--- src/rtl/mc_ctrl_unit.sv ---
// mc_ctrl_unit: multicycle MIPS control FSM with memory-ready handshake and wait timeout.
module mc_ctrl_unit #(
  parameter int ALUOP_W = 2,
  parameter int WAIT_W  = 4,
  parameter int TIMEOUT = 15
) (
  input  logic               i_clk,
  input  logic               i_rst_n,
  input  logic               i_run,
  input  logic [5:0]         i_instr_code,
  input  logic               i_mem_ready,
  output logic [3:0]         o_state,
  output logic               o_pc_wr,
  output logic               o_pc_wr_beq,
  output logic               o_pc_wr_bne,
  output logic [1:0]         o_pc_src,
  output logic               o_iord,
  output logic               o_mem_rd,
  output logic               o_mem_wr,
  output logic               o_ir_wr,
  output logic               o_reg_dst,
  output logic               o_mem_reg,
  output logic               o_reg_wr,
  output logic               o_extend,
  output logic               o_alu_src_a,
  output logic [1:0]         o_alu_src_b,
  output logic [ALUOP_W-1:0] o_alu_op,
  output logic               o_instr_done,
  output logic               o_fault
);
  typedef enum logic [3:0] {
    IDLE = 4'd0, FETCH = 4'd1, DECODE = 4'd2, MEMADR = 4'd3, MEMRD = 4'd4,
    MEMWB = 4'd5, MEMWR = 4'd6, EXEC = 4'd7, RWB = 4'd8, IEXEC = 4'd9,
    IWB = 4'd10, BRANCH = 4'd11, JUMP = 4'd12, FAULT = 4'd13
  } state_t;
  localparam logic [5:0] RTYP = 6'b000000, ADDIU = 6'b001001, SOLT = 6'b101010,
    BEQ = 6'b000100, BNE = 6'b000101, J = 6'b000010, LW = 6'b100011, SW = 6'b101011;
  state_t state, nxt, done_nxt;
  logic [WAIT_W-1:0] cnt;
  logic [1:0] alu_op;
  logic waiting, tmo;
  assign waiting = (state == FETCH) || (state == MEMRD) || (state == MEMWR);
  // cnt holds the number of not-ready cycles already spent in this wait state
  assign tmo = (TIMEOUT != 0) && !i_mem_ready && (cnt == WAIT_W'(TIMEOUT - 1));
  assign done_nxt = i_run ? FETCH : IDLE;
  assign o_state = state;
  assign o_alu_op = ALUOP_W'(alu_op);
  always_ff @(posedge i_clk or negedge i_rst_n)
    if (!i_rst_n) begin
      state <= IDLE;
      cnt   <= '0;
    end else begin
      state <= nxt;
      cnt   <= (waiting && !i_mem_ready) ? cnt + WAIT_W'(1) : '0;
    end
  always_comb begin
    nxt = state;
    o_pc_wr = 1'b0;
    o_pc_wr_beq = 1'b0;
    o_pc_wr_bne = 1'b0;
    o_pc_src = 2'b00;
    o_iord = 1'b0;
    o_mem_rd = 1'b0;
    o_mem_wr = 1'b0;
    o_ir_wr = 1'b0;
    o_reg_dst = 1'b0;
    o_mem_reg = 1'b0;
    o_reg_wr = 1'b0;
    o_extend = 1'b0;
    o_alu_src_a = 1'b0;
    o_alu_src_b = 2'b00;
    alu_op = 2'b00;
    o_instr_done = 1'b0;
    o_fault = 1'b0;
    case (state)
      IDLE: nxt = i_run ? FETCH : IDLE;
      FETCH: begin
        o_mem_rd = 1'b1;
        o_alu_src_b = 2'b01;
        o_ir_wr = i_mem_ready;
        o_pc_wr = i_mem_ready;
        nxt = i_mem_ready ? DECODE : (tmo ? FAULT : FETCH);
      end
      DECODE: begin
        o_alu_src_b = 2'b11;
        o_extend = 1'b1;
        nxt = (i_instr_code == RTYP) ? EXEC :
              (i_instr_code == ADDIU || i_instr_code == SOLT) ? IEXEC :
              (i_instr_code == LW || i_instr_code == SW) ? MEMADR :
              (i_instr_code == BEQ || i_instr_code == BNE) ? BRANCH :
              (i_instr_code == J) ? JUMP : FAULT;
      end
      EXEC: begin
        o_alu_src_a = 1'b1;
        alu_op = 2'b10;
        nxt = RWB;
      end
      RWB: begin
        o_reg_dst = 1'b1;
        o_reg_wr = 1'b1;
        o_instr_done = 1'b1;
        nxt = done_nxt;
      end
      IEXEC: begin
        o_alu_src_a = 1'b1;
        o_alu_src_b = 2'b10;
        alu_op = 2'b11;
        nxt = IWB;
      end
      IWB: begin
        o_reg_wr = 1'b1;
        o_instr_done = 1'b1;
        nxt = done_nxt;
      end
      MEMADR: begin
        o_alu_src_a = 1'b1;
        o_alu_src_b = 2'b10;
        o_extend = 1'b1;
        alu_op = 2'b11;
        nxt = (i_instr_code == LW) ? MEMRD : MEMWR;
      end
      MEMRD: begin
        o_mem_rd = 1'b1;
        o_iord = 1'b1;
        nxt = i_mem_ready ? MEMWB : (tmo ? FAULT : MEMRD);
      end
      MEMWB: begin
        o_mem_reg = 1'b1;
        o_reg_wr = 1'b1;
        o_instr_done = 1'b1;
        nxt = done_nxt;
      end
      MEMWR: begin
        o_mem_wr = 1'b1;
        o_iord = 1'b1;
        o_instr_done = i_mem_ready;
        nxt = i_mem_ready ? done_nxt : (tmo ? FAULT : MEMWR);
      end
      BRANCH: begin
        o_alu_src_a = 1'b1;
        alu_op = 2'b01;
        o_pc_src = 2'b01;
        o_pc_wr_beq = (i_instr_code == BEQ);
        o_pc_wr_bne = (i_instr_code == BNE);
        o_instr_done = 1'b1;
        nxt = done_nxt;
      end
      JUMP: begin
        o_pc_wr = 1'b1;
        o_pc_src = 2'b10;
        o_instr_done = 1'b1;
        nxt = done_nxt;
      end
      FAULT: o_fault = 1'b1;
      default: nxt = FAULT;
    endcase
  end
endmodule

--- config.mk ---
export PLATFORM = sky130hd
export DESIGN_NAME = mc_ctrl_unit
export DESIGN_NICKNAME = d
export VERILOG_FILES = /design/src/rtl/mc_ctrl_unit.sv
export SDC_FILE = /design/constraint.sdc
export NUM_CORES = 1
export LEC_CHECK = 0
export ABC_AREA = 0
export CAP_MARGIN = 30
export CORE_MARGIN = 5
export CORE_UTILIZATION = 35
export DETAILED_ROUTE_END_ITERATION = 8
export PLACE_DENSITY = 0.67
export SLEW_MARGIN = 10
export SYNTH_ARGS = -nofsm -noshare
export SYNTH_HDL_FRONTEND = slang
export SYNTH_SLANG_ARGS = --single-unit
--- constraint.sdc ---
create_clock -name i_clk -period 3.37 [get_ports i_clk]
set_input_delay 1.011 -clock i_clk [delete_from_list [all_inputs] [get_ports i_clk]]
set_output_delay 1.011 -clock i_clk [all_outputs]
set_load 0.1 [all_outputs]
# Yosys cells after proc, flatten, opt, wreduce, memory -nomap -nowiden

Cells that the tools add are included.

Flip-flop bits (word level): 8
Input bits: 10

Mux-type cells: 32
Equality and inequality tests: 21
$add $sub $neg: 1
Reduce and logical (&&, ||, !) cells: 18

Operator list:

| kind                                           | count |
|---|---|
| 2-to-1 mux 4 bit                               | 10 |
| one-hot mux 4 bit (9 select lines)             | 1 |
| == test 4 bit (second input constant)          | 7 |
| == test 6 bit (second input constant)          | 3 |
| == test 4 x 3 -> 1 bit (second input constant) | 4 |
| 2-to-1 mux 1 bit                               | 14 |
| == test 6 x 3 -> 1 bit (second input constant) | 2 |
| one-hot mux 2 bit (3 select lines)             | 2 |
| == test 4 x 2 -> 1 bit (second input constant) | 2 |
| OR reduction 2 bit                             | 4 |
| == test 6 x 2 -> 1 bit (second input constant) | 1 |
| == test 6 x 4 -> 1 bit (second input constant) | 1 |
| zero test 6 bit                                | 1 |
| OR reduction 6 bit                             | 1 |
| logical OR 1 bit                               | 5 |
| OR reduction 5 bit                             | 1 |
| adder 4 x 1 -> 4 bit (second input constant)   | 1 |
| == test 4 x 1 -> 1 bit (second input constant) | 1 |
| zero test 4 bit                                | 1 |
| one-hot mux 1 bit (2 select lines)             | 2 |
| one-hot mux 2 bit (2 select lines)             | 1 |
| OR reduction 4 bit                             | 1 |
| 2-to-1 mux 3 bit                               | 1 |
| OR reduction 3 bit                             | 1 |
| other kinds (3)                                | 4 |

# Longest topological paths before layout

Depth in word-level cells: 7
Depth in mapped cells: 6
Gate-level depth less buffers: 6

# Least setup slack after synthesis

OpenSTA, ideal clock, no wires.

Path type: flip-flop to output port
Start: register state[1] (netlist: o_state[1])
End: output o_pc_wr_beq
Data arrival time: 4.384 ns
Cell stages (with the launch flop): 5
Path slack: -2.025 ns
Data required time: 2.359 ns
Cells stage by stage: dfrtp_1 -> buf_4 -> buf_2 -> nand3_1 -> nor4_1

Cells in the longest elaborated chain, start to end: 2

RTL lines:

| what                   | line | source |
|---|---|---|
| start, declared        | 38   | `state_t state, nxt, done_nxt;` |
| start signal, assigned | 53   | `state <= nxt;` |
| == test 4 bit          | 75   | `case (state)` |
| 2-to-1 mux 1 bit       | 75   |  |
| end, declared          | 14   | `output logic o_pc_wr_beq,` |

No other way between the ends.

# Final worst setup path

Start: input i_instr_code[3]
End: output o_pc_wr_bne

Cells in the longest elaborated chain, start to end: 2

RTL lines:

| what                   | line | source |
|---|---|---|
| start, declared        | 10   | `input logic [5:0] i_instr_code,` |
| == test 6 x 3 -> 1 bit | 144  | `o_pc_wr_bne = (i_instr_code == BNE);` |
| 2-to-1 mux 1 bit       | 75   |  |
| end, declared          | 15   | `output logic o_pc_wr_bne,` |

No other way between the ends.

==> out/results.tsv <==
stage	metric	value	unit
sta	Final setup viols	0	
clock_tree	Resized cells post-CTS	0	
worst_setup_path	R2R Setup Slk	1.81	ns
floorplan	DIE AREA	0.003552	mm²
worst_setup_path	Critical Path Sink Type	output port	
global_route	GR Overflow Total	0	
place	Port Buffers	33	
floorplan	Top-Level Pins	34	
place	Area after DPL	0.001309	mm²
worst_setup_path	CP max FO	4	
min_path	HP Class	flip-flop to flip-flop	
synthesis	sequential area share after synthesis	23.26	%
final_layout	diode count	0	
clock_tree	CTS HTree Levels	1	
floorplan	Initial Util	35.72	%
global_route	vias in the first global route	863	
place	Post-DP HPWL	1881	µm
clock_tree	maximum clock path buffer count	2	
sta	min Tclk post-route	3.263	ns
sta	Rel. slew slack	75.71	%
clock_tree	Clk pin slew, worst setup/hold paths	0.05	ns
global_route	total global-route track usage	13.99	%
drt	# DRC	0	
synthesis	Post-Syn Instances	113	
global_route	largest net degree at the start of global routing	25	
synthesis	Cell Area, Synth	860.8	µm²
flow_run	max-cap violation count	0	
synthesis	number of synthesized flops with an enable pin	0	
sta	RSZ-0062 raised after global routing	no	
sta	Worst-Margin Slew	0.3631	ns
worst_setup_path	crit start category	primary input	
place	RD Place Congestion	0.7350	
synthesis	Netlist cell types	44	
floorplan	die width	59.60	µm
worst_setup_path	Setup CP Type	primary input to output port	
sta	max frequency	306.5	MHz
drt	WL final	2486	µm
clock_tree	worst skew pair latency	0.26	ns
run_status	outcome	finished, final reports clean	
drt	DR vias/cell	5.514	
synthesis	flops & latches, synth	8	
global_route	first-pass GRT wire length	3870	µm
worst_setup_path	CP required	2.36	ns
global_route	initial antenna violation count	0	
final_layout	NumNets Final	160	
clock_tree	CTS sink count	8	
synthesis	Synth Flop Type	dfrtp_1	
floorplan	row cnt	18	
final_layout	layout cells sized above 1	36.73	%
floorplan	height of the die	59.60	µm
clock_tree	CTS tree	done	
synthesis	syn nets	125	
final_layout	synthesis-to-finish area growth	55.09	%
floorplan	Core ar.	0.002410	mm²
sta	fin crit share	96.82	%
sta	Max Slew Vio Count	0	
final_layout	most common cell after layout, fill and taps aside	buf_4	
worst_setup_path	crit path DAT	2.25	ns
sta	Clock Skews	0.01607	ns
sta	TNS Setup	0	ns
drt	drt initial violations	23	
synthesis	Synthesis Warnings	0	
sta	final hold violations	0	
drt	Vias	976	
drt	Pre-Repair DR Iteration Count	4	
synthesis	post-synthesis async set-or-reset flop share	100.0	%
clock_tree	Root Driver	clkbuf_4	
clock_tree	Post-CTS Setup Bufs	0	
clock_tree	Post-CTS Hold Buffers	0	
final_layout	fin area	0.001335	mm²
drt	wire per inst	14.05	µm
synthesis	Mean Syn Cell Area	7.618	µm²
final_layout	commonest non-fill, non-tap cells in the layout	buf_4 (24), nor2_1 (16), clkdlybuf4s50_1 (9)	
drt	Detail Route Antenna Nets	0	
clock_tree	CTS Buf Count	3	
-- state kept, by name, indices dropped and copies added, names as in the netlist --
| signal | count |
|---|---|
| cnt | 4 |
| o_state | 4 |
-- per-stage QoR --
| stage | utilization [%] | hold slack, ns | std cells | setup slack (ns) |
|---|---|---|---|---|
| floorplan | - | 0.4547 | 113 | 0.001137 |
| global placement | 54.31 | 0.4760 | 173 | 0.1496 |
| detailed placement | 54.31 | 0.4863 | 173 | 0.1228 |
| CTS | 55.40 | 0.4940 | 177 | 0.1094 |
| global route | 55.40 | 0.5435 | 177 | 0.05594 |
| finish | 55.40 | 0.4888 | 177 | 0.1071 |
-- per-layer routing --
metal | track usage, % | vias to the layer above | part of all wire [%]
li1 | - | 486 | -
met3 | 3.704 | 0 | 6.3
met4 | 1.899 | 0 | 0
met5 | 0 | - | 0
met2 | 23.40 | 27 | 48
met1 | 18.47 | 463 | 45
-- worst paths after layout --
path | from | endpoint | cells past startpoint
max | i_instr_code[3] | o_pc_wr_bne | 5
min | cnt[0] | cnt[0] | 1
max reg2reg | o_state[1] | cnt[2] | 4
min reg2reg | cnt[0] | cnt[0] | 1
max in group asynchronous | i_rst_n | o_state[0] | 1
min in group asynchronous | i_rst_n | o_state[1] | 1
-- synthesized netlist by cell type (2+ instances only) --
master	instances	share of area, %
nor2_1	17	7.4
dfrtp_1	8	23
nor2b_1	7	5.1
a21oi_1	5	2.9
nand2b_1	5	3.6
nand3_1	5	2.9
o21ai_0	5	2.9
buf_2	4	2.3
inv_1	4	1.7
nand2_1	4	1.7
nand4_1	3	2.2
o211ai_1	3	2.6
a31oi_1	2	1.5
and3_1	2	1.5
buf_4	2	1.7
buf_6	2	2.6
ha_1	2	2.9
nor3_1	2	1.2
nor4_1	2	1.5
o21a_1	2	1.7
o21ai_1	2	1.2
o311ai_1	2	2.0
or2_1	2	1.5
-- cells by family (layout without fill, tap and decap cells) --
logic type,after synthesis,after routing,share of synthesized area [%]
compound gates,31,31,25.29
fa+ha+maj,2,2,2.907
mux,1,1,1.308
xor+xnor,2,2,2.035
flops,8,8,23.26
buf+inv,12,46,8.429
simple gates,57,57,36.77
-- worst max-delay path, stage by stage --
cell and delay, ns:
clkdlybuf4s50_1 0.52, nor3_4 0.19, nand2_2 0.11, nor4_4 0.20, buf_12 0.21
-- area by class of cell --
cell class                 count  area [µm²]
sequential                     8       215.2
clock buffer                   4       26.28
timing repair buffer          38       370.4
inverter                       4       15.01
fill                         208        1075
tap                           30       37.54
multi-input combinational     93       670.6
Power is left out: the tool's default activity adds up to more than one toggle a clock period on the data nets, which glitch-free logic cannot reach.
==> variant 1, RTL diff (config.mk and constraints unchanged) <==
Set the parameter `ALUOP_W` to 3 (it was 2).
--- a/src/rtl/mc_ctrl_unit.sv
+++ b/src/rtl/mc_ctrl_unit.sv
@@ -1,6 +1,6 @@
 // mc_ctrl_unit: multicycle MIPS control FSM with memory-ready handshake and wait timeout.
 module mc_ctrl_unit #(
-  parameter int ALUOP_W = 2,
+  parameter int ALUOP_W = 3,
   parameter int WAIT_W  = 4,
   parameter int TIMEOUT = 15
 ) (
Interface: changed (resized o_alu_op); port bits go from 34 to 35. The function was not compared with the original's and may differ.
==> variant 1 against the original RTL <==
Area after synthesis rose by 1.3%; wire length is 3.9% lower; sequential cell count unchanged; hold slack worse by 0.00050 ns; utilization about the same; sequential share of layout area fell by 0.13 points; setup slack better by 0.016 ns; final area grew 0.84%; die area increased by 1.1%; final cell count rose by 1.1%; critical path depth did not move.
Power is left out: the tool's default activity adds up to more than one toggle a clock period on the data nets, which glitch-free logic cannot reach.
==> variant 1: results (changes against the original RTL) <==
clocking:
  cts_hold_buf: 0  # unchanged
  clk_path_buf_depth: 2  # unchanged
  htree_levels: 1  # unchanged
  clk_latency_ns: 0.26  # about the same
  post_cts_buffers: 0  # unchanged
  cts-resized-gates: 0  # unchanged
  cts.reportedPaths.clkPinSlew_ns: 0.05  # about the same
  cts_buffers: 3  # unchanged
  cts-root-buf: "clkbuf_4"  # unchanged
placed_design:
  hpwl_um: 1900  # was 1880 um
  io_buffer_count: 33  # unchanged
  place_congestion: 0.800  # was 0.735
  pre_cts_ws_ns: 0.123  # about the same
yosys:
  synth_cell_types: 45  # was 44
  ys_seq_area_share_pct: 23.0  # was 23.3%
  ys_warn_count: 0  # unchanged
  synthTopCellsByArea: "dfrtp_1, nor2_1, nor2b_1"  # unchanged
  synth_nets: 127  # was 125
  synthCells: 115  # was 113
  async_reset_ff_share_pct: 100  # unchanged
  synth_common_cells: "nor2_1, dfrtp_1, nor2b_1"  # unchanged
drt:
  first_pass_iters: 4  # unchanged
  routed_wl_um: 2390  # was 2490 um
  wl_per_cell_um: 13.3  # was 14.0 um
  top_layer: "met4"  # was met3
  met2WireLength_um: 1150  # was 1200 um
  drtIter0Drc: 23  # unchanged
  met3_wirelength_um: 186  # was 156 um
  via_per_inst: 5.34  # was 5.51
  wl_met1_um: 1040  # was 1130 um
worst_setup_path:
  arrival_ns: 2.24
  cp_max_fo: 4  # unchanged
cells_and_area:
  fillerInstances: 249  # was 208
  drive_gt1_share_pct: 36.9  # was 36.7%
  antennaDiodeCount: 0  # unchanged
  fin_nets: 162  # was 160
global_route:
  global_route.usage.met2_pct: 22.2  # was 23.4%
  antenna_found_initial: 0  # unchanged
  use_met1_pct: 19.9  # was 18.5%
  track_usage_pct: 14.1  # was 14.0%
  grt_use_met3_pct: 2.16  # was 3.70%
  grt_pass1_wl_um: 3950  # was 3870 um
  grt_max_degree: 25  # unchanged
  grt_pass1_vias: 897  # was 863
timing:
  hold_violations: 0  # unchanged
  finalClockSkew_ns: 0.0106  # was 0.0161 ns
outcome:
  status: "finished clean"  # unchanged
min_path:
  hp-class: "reg2reg"  # unchanged
==> variant 1: cell count changes in the layout (fill, tap and decap cells not counted), sizes merged <==
cell	delta
buf	+1
conb	+1
==> variant 1: kinds of logic after synthesis <==
kind of cell	count (synthesis)	share of synthesized area [%]
adder cells (fa/ha/maj)	2	2.87
multiplexers	1	1.29
other	1	0.430
flip-flops	8	23.0
AO/OA/AOI/OAI	31	25.0
buffers and inverters	13	9.18
XOR/XNOR	2	2.01
AND/OR/NAND/NOR	57	36.3
==> variant 1: layout make-up <==
cell class	instances	area, um2	area share [%]
Tap cell	30	37.5	2.79
Multi-Input combinational cell	94	674	50.1
Clock buffer	4	26.3	1.95
Sequential cell	8	215	16.0
Timing Repair Buffer	39	378	28.1
Inverter	4	15.0	1.12
==> variant 1: final timing paths <==
check                                 from           to  slack, ns  cells after the start
setup / recovery           i_instr_code[3]  o_pc_wr_beq       0.12                      5
hold / removal                      cnt[0]       cnt[0]       0.49                      1
setup reg to reg                o_state[1]       cnt[3]       1.82                      4
hold reg to reg                     cnt[0]       cnt[0]       0.49                      1
max in group asynchronous          i_rst_n   o_state[2]       2.05                      1
min in group asynchronous          i_rst_n   o_state[0]       1.03                      1
==> variant 1: worst max-delay path, cell delays in order <==
cell             delay, ns
clkdlybuf4s50_1       0.51
nor3_4                0.18
nand2_2               0.12
nor4_4                0.20
buf_12                0.21
==> variant 1: per-stage QoR <==
stage | hold slack [ns] | cell area [um2] | util [%]
finish | 0.488 | 1350 | 55.3
global route | 0.531 | 1350 | 55.3
CTS | 0.492 | 1350 | 55.3
detailed placement | 0.484 | 1320 | 54.3
global placement | 0.469 | 1320 | 54.3
floorplan | 0.455 | 970 | -
==> variant 2, RTL diff (same flow settings) <==
Without the edit above. Make the reset (`i_rst_n`) synchronous in one clocked block.
--- a/src/rtl/mc_ctrl_unit.sv
+++ b/src/rtl/mc_ctrl_unit.sv
@@ -45,7 +45,7 @@
   assign done_nxt = i_run ? FETCH : IDLE;
   assign o_state = state;
   assign o_alu_op = ALUOP_W'(alu_op);
-  always_ff @(posedge i_clk or negedge i_rst_n)
+  always_ff @(posedge i_clk)
     if (!i_rst_n) begin
       state <= IDLE;
       cnt   <= '0;
Formal check against the unedited RTL: differs if i_rst_n is asserted again (counterexample within 4 cycles, from zero or initial values and one cycle with i_rst_n low); with i_rst_n held inactive, the same outputs for 10 cycles.
==> variant 2 against the original RTL <==
Area after synthesis shrank 4.7%; wire length grew 1.2%; highest routed layer is now met4; die area shrank 3.9%; critical path type unchanged; setup slack lost 0.0036 ns; via count grew 3.7%; non-clock buffer count grew 2; hold slack lost 0.030 ns; utilization grew 4.7 points; final area grew 0.56%; sequential cell count is the same.
Power is left out: it rests on default switching activity, and per cell area and clock period it moved more than threefold.
==> variant 2: results (changes against the original RTL) <==
yosys:
  ys.flop_type: "dfxtp_1"  # was dfrtp_1
  synth_compound_area_share_pct: 23.9  # was 25.3%
  synth_common_cells: "nor2_1, nand2_1, dfxtp_1, a21oi_1, nand3_1"  # was nor2_1, dfrtp_1, nor2b_1
  async_reset_ff_share_pct: 0  # was 100%
  synth.area.mux_share_pct: 1.37  # was 1.31%
  synth_cell_types: 43  # was 44
  synthAdderAreaFrac_pct: 3.05  # was 2.91%
  synth_nets: 131  # was 125
  synthTopCellsByArea: "dfxtp_1, nor2_1, buf_4"  # was dfrtp_1, nor2_1, nor2b_1
  synth_xor_area_share_pct: 4.27  # was 2.03%
  ys_seq_area_share_pct: 19.5  # was 23.3%
  synthCells: 119  # was 113
cells_and_area:
  buf_share_pct: 29.3  # was 27.7%
  multi_input_gates: 96  # was 93
  fin_nets: 168  # was 160
  seqCellArea_um2: 168  # was 215 um2
  final-clk-cell-share_pct: 1.96  # was 1.97%
  final_cells: 183  # was 177
  buffers: 40  # was 38
  drive_gt1_share_pct: 40.0  # was 36.7%
  multi_input_area_share_pct: 51.6  # was 50.2%
  fillerInstances: 212  # was 208
drt:
  wl_per_cell_um: 13.7  # was 14.0 um
  drtIter0Drc: 22  # was 23
  via_count: 1012  # was 976
outcome:
  status: "finished clean"  # unchanged
timing:
  finalClockSkew_ns: 0.000673  # was 0.0161 ns
  fin_crit_ns: 3.27  # was 3.26 ns
  relSlewSlack_pct: 69.7  # was 75.7%
  setup_viol_count_final: 0  # unchanged
worst_setup_path:
  slowest_delay_ns: 0.55  # was 0.52 ns
  crit_start: "i_instr_code[0]"  # was i_instr_code[3]
  cp_max_fo: 5  # was 4
  regToRegEndpoint: "o_state[1]"  # was cnt[2]
  timing.rr.start: "o_state[3]"  # was o_state[1]
  crit_family: "buffers and inverters"  # unchanged
global_route:
  grt_pass1_vias: 904  # was 863
  grt_max_degree: 20  # was 25
  grt_pass1_wl_um: 4040  # was 3870 um
  track_usage_pct: 14.4  # was 14.0%
placed_design:
  place_congestion: 0.820  # was 0.735
  pre_cts_ws_ns: 0.0324  # was 0.123 ns
  hpwl_um: 1980  # was 1880 um
min_path:
  hold_path_end: "cnt[0]"  # unchanged
  min-delay-start: "cnt[0]"  # unchanged
[variant 2: cell types whose count changed after synthesis, moves of 4 or more]
cell | unedited run | this run
dfrtp_1 | 8 | 0
dfxtp_1 | 0 | 8
nand2_1 | 4 | 9
nor2b_1 | 7 | 2
nor3_1 | 2 | 6
[variant 2: stage by stage]
| step | instance area, um2 | utilization (%) | hold WS (ns) |
|---|---|---|---|
| finish | 1340 | 60.1 | 0.459 |
| global route | 1340 | 60.1 | 0.499 |
| floorplan | 937 | - | 0.430 |
| CTS | 1330 | 59.3 | 0.471 |
| global placement | 1300 | 58.2 | 0.442 |
| detailed placement | 1300 | 58.2 | 0.459 |
[variant 2: per-layer routing]
metal	wire length, um	share of wire [%]	GRT usage [%]
met1	1070	43	17.2
met4	21	0.83	1.99
met5	0	0	0
met2	1270	50	26.5
met3	151	6.0	3.51
[variant 2: what timing repair did]
action,in CTS,in global routing
setup endpoints to repair,0,2
buffers inserted,0,1
hold buffers,0,0
gates resized for setup,0,4
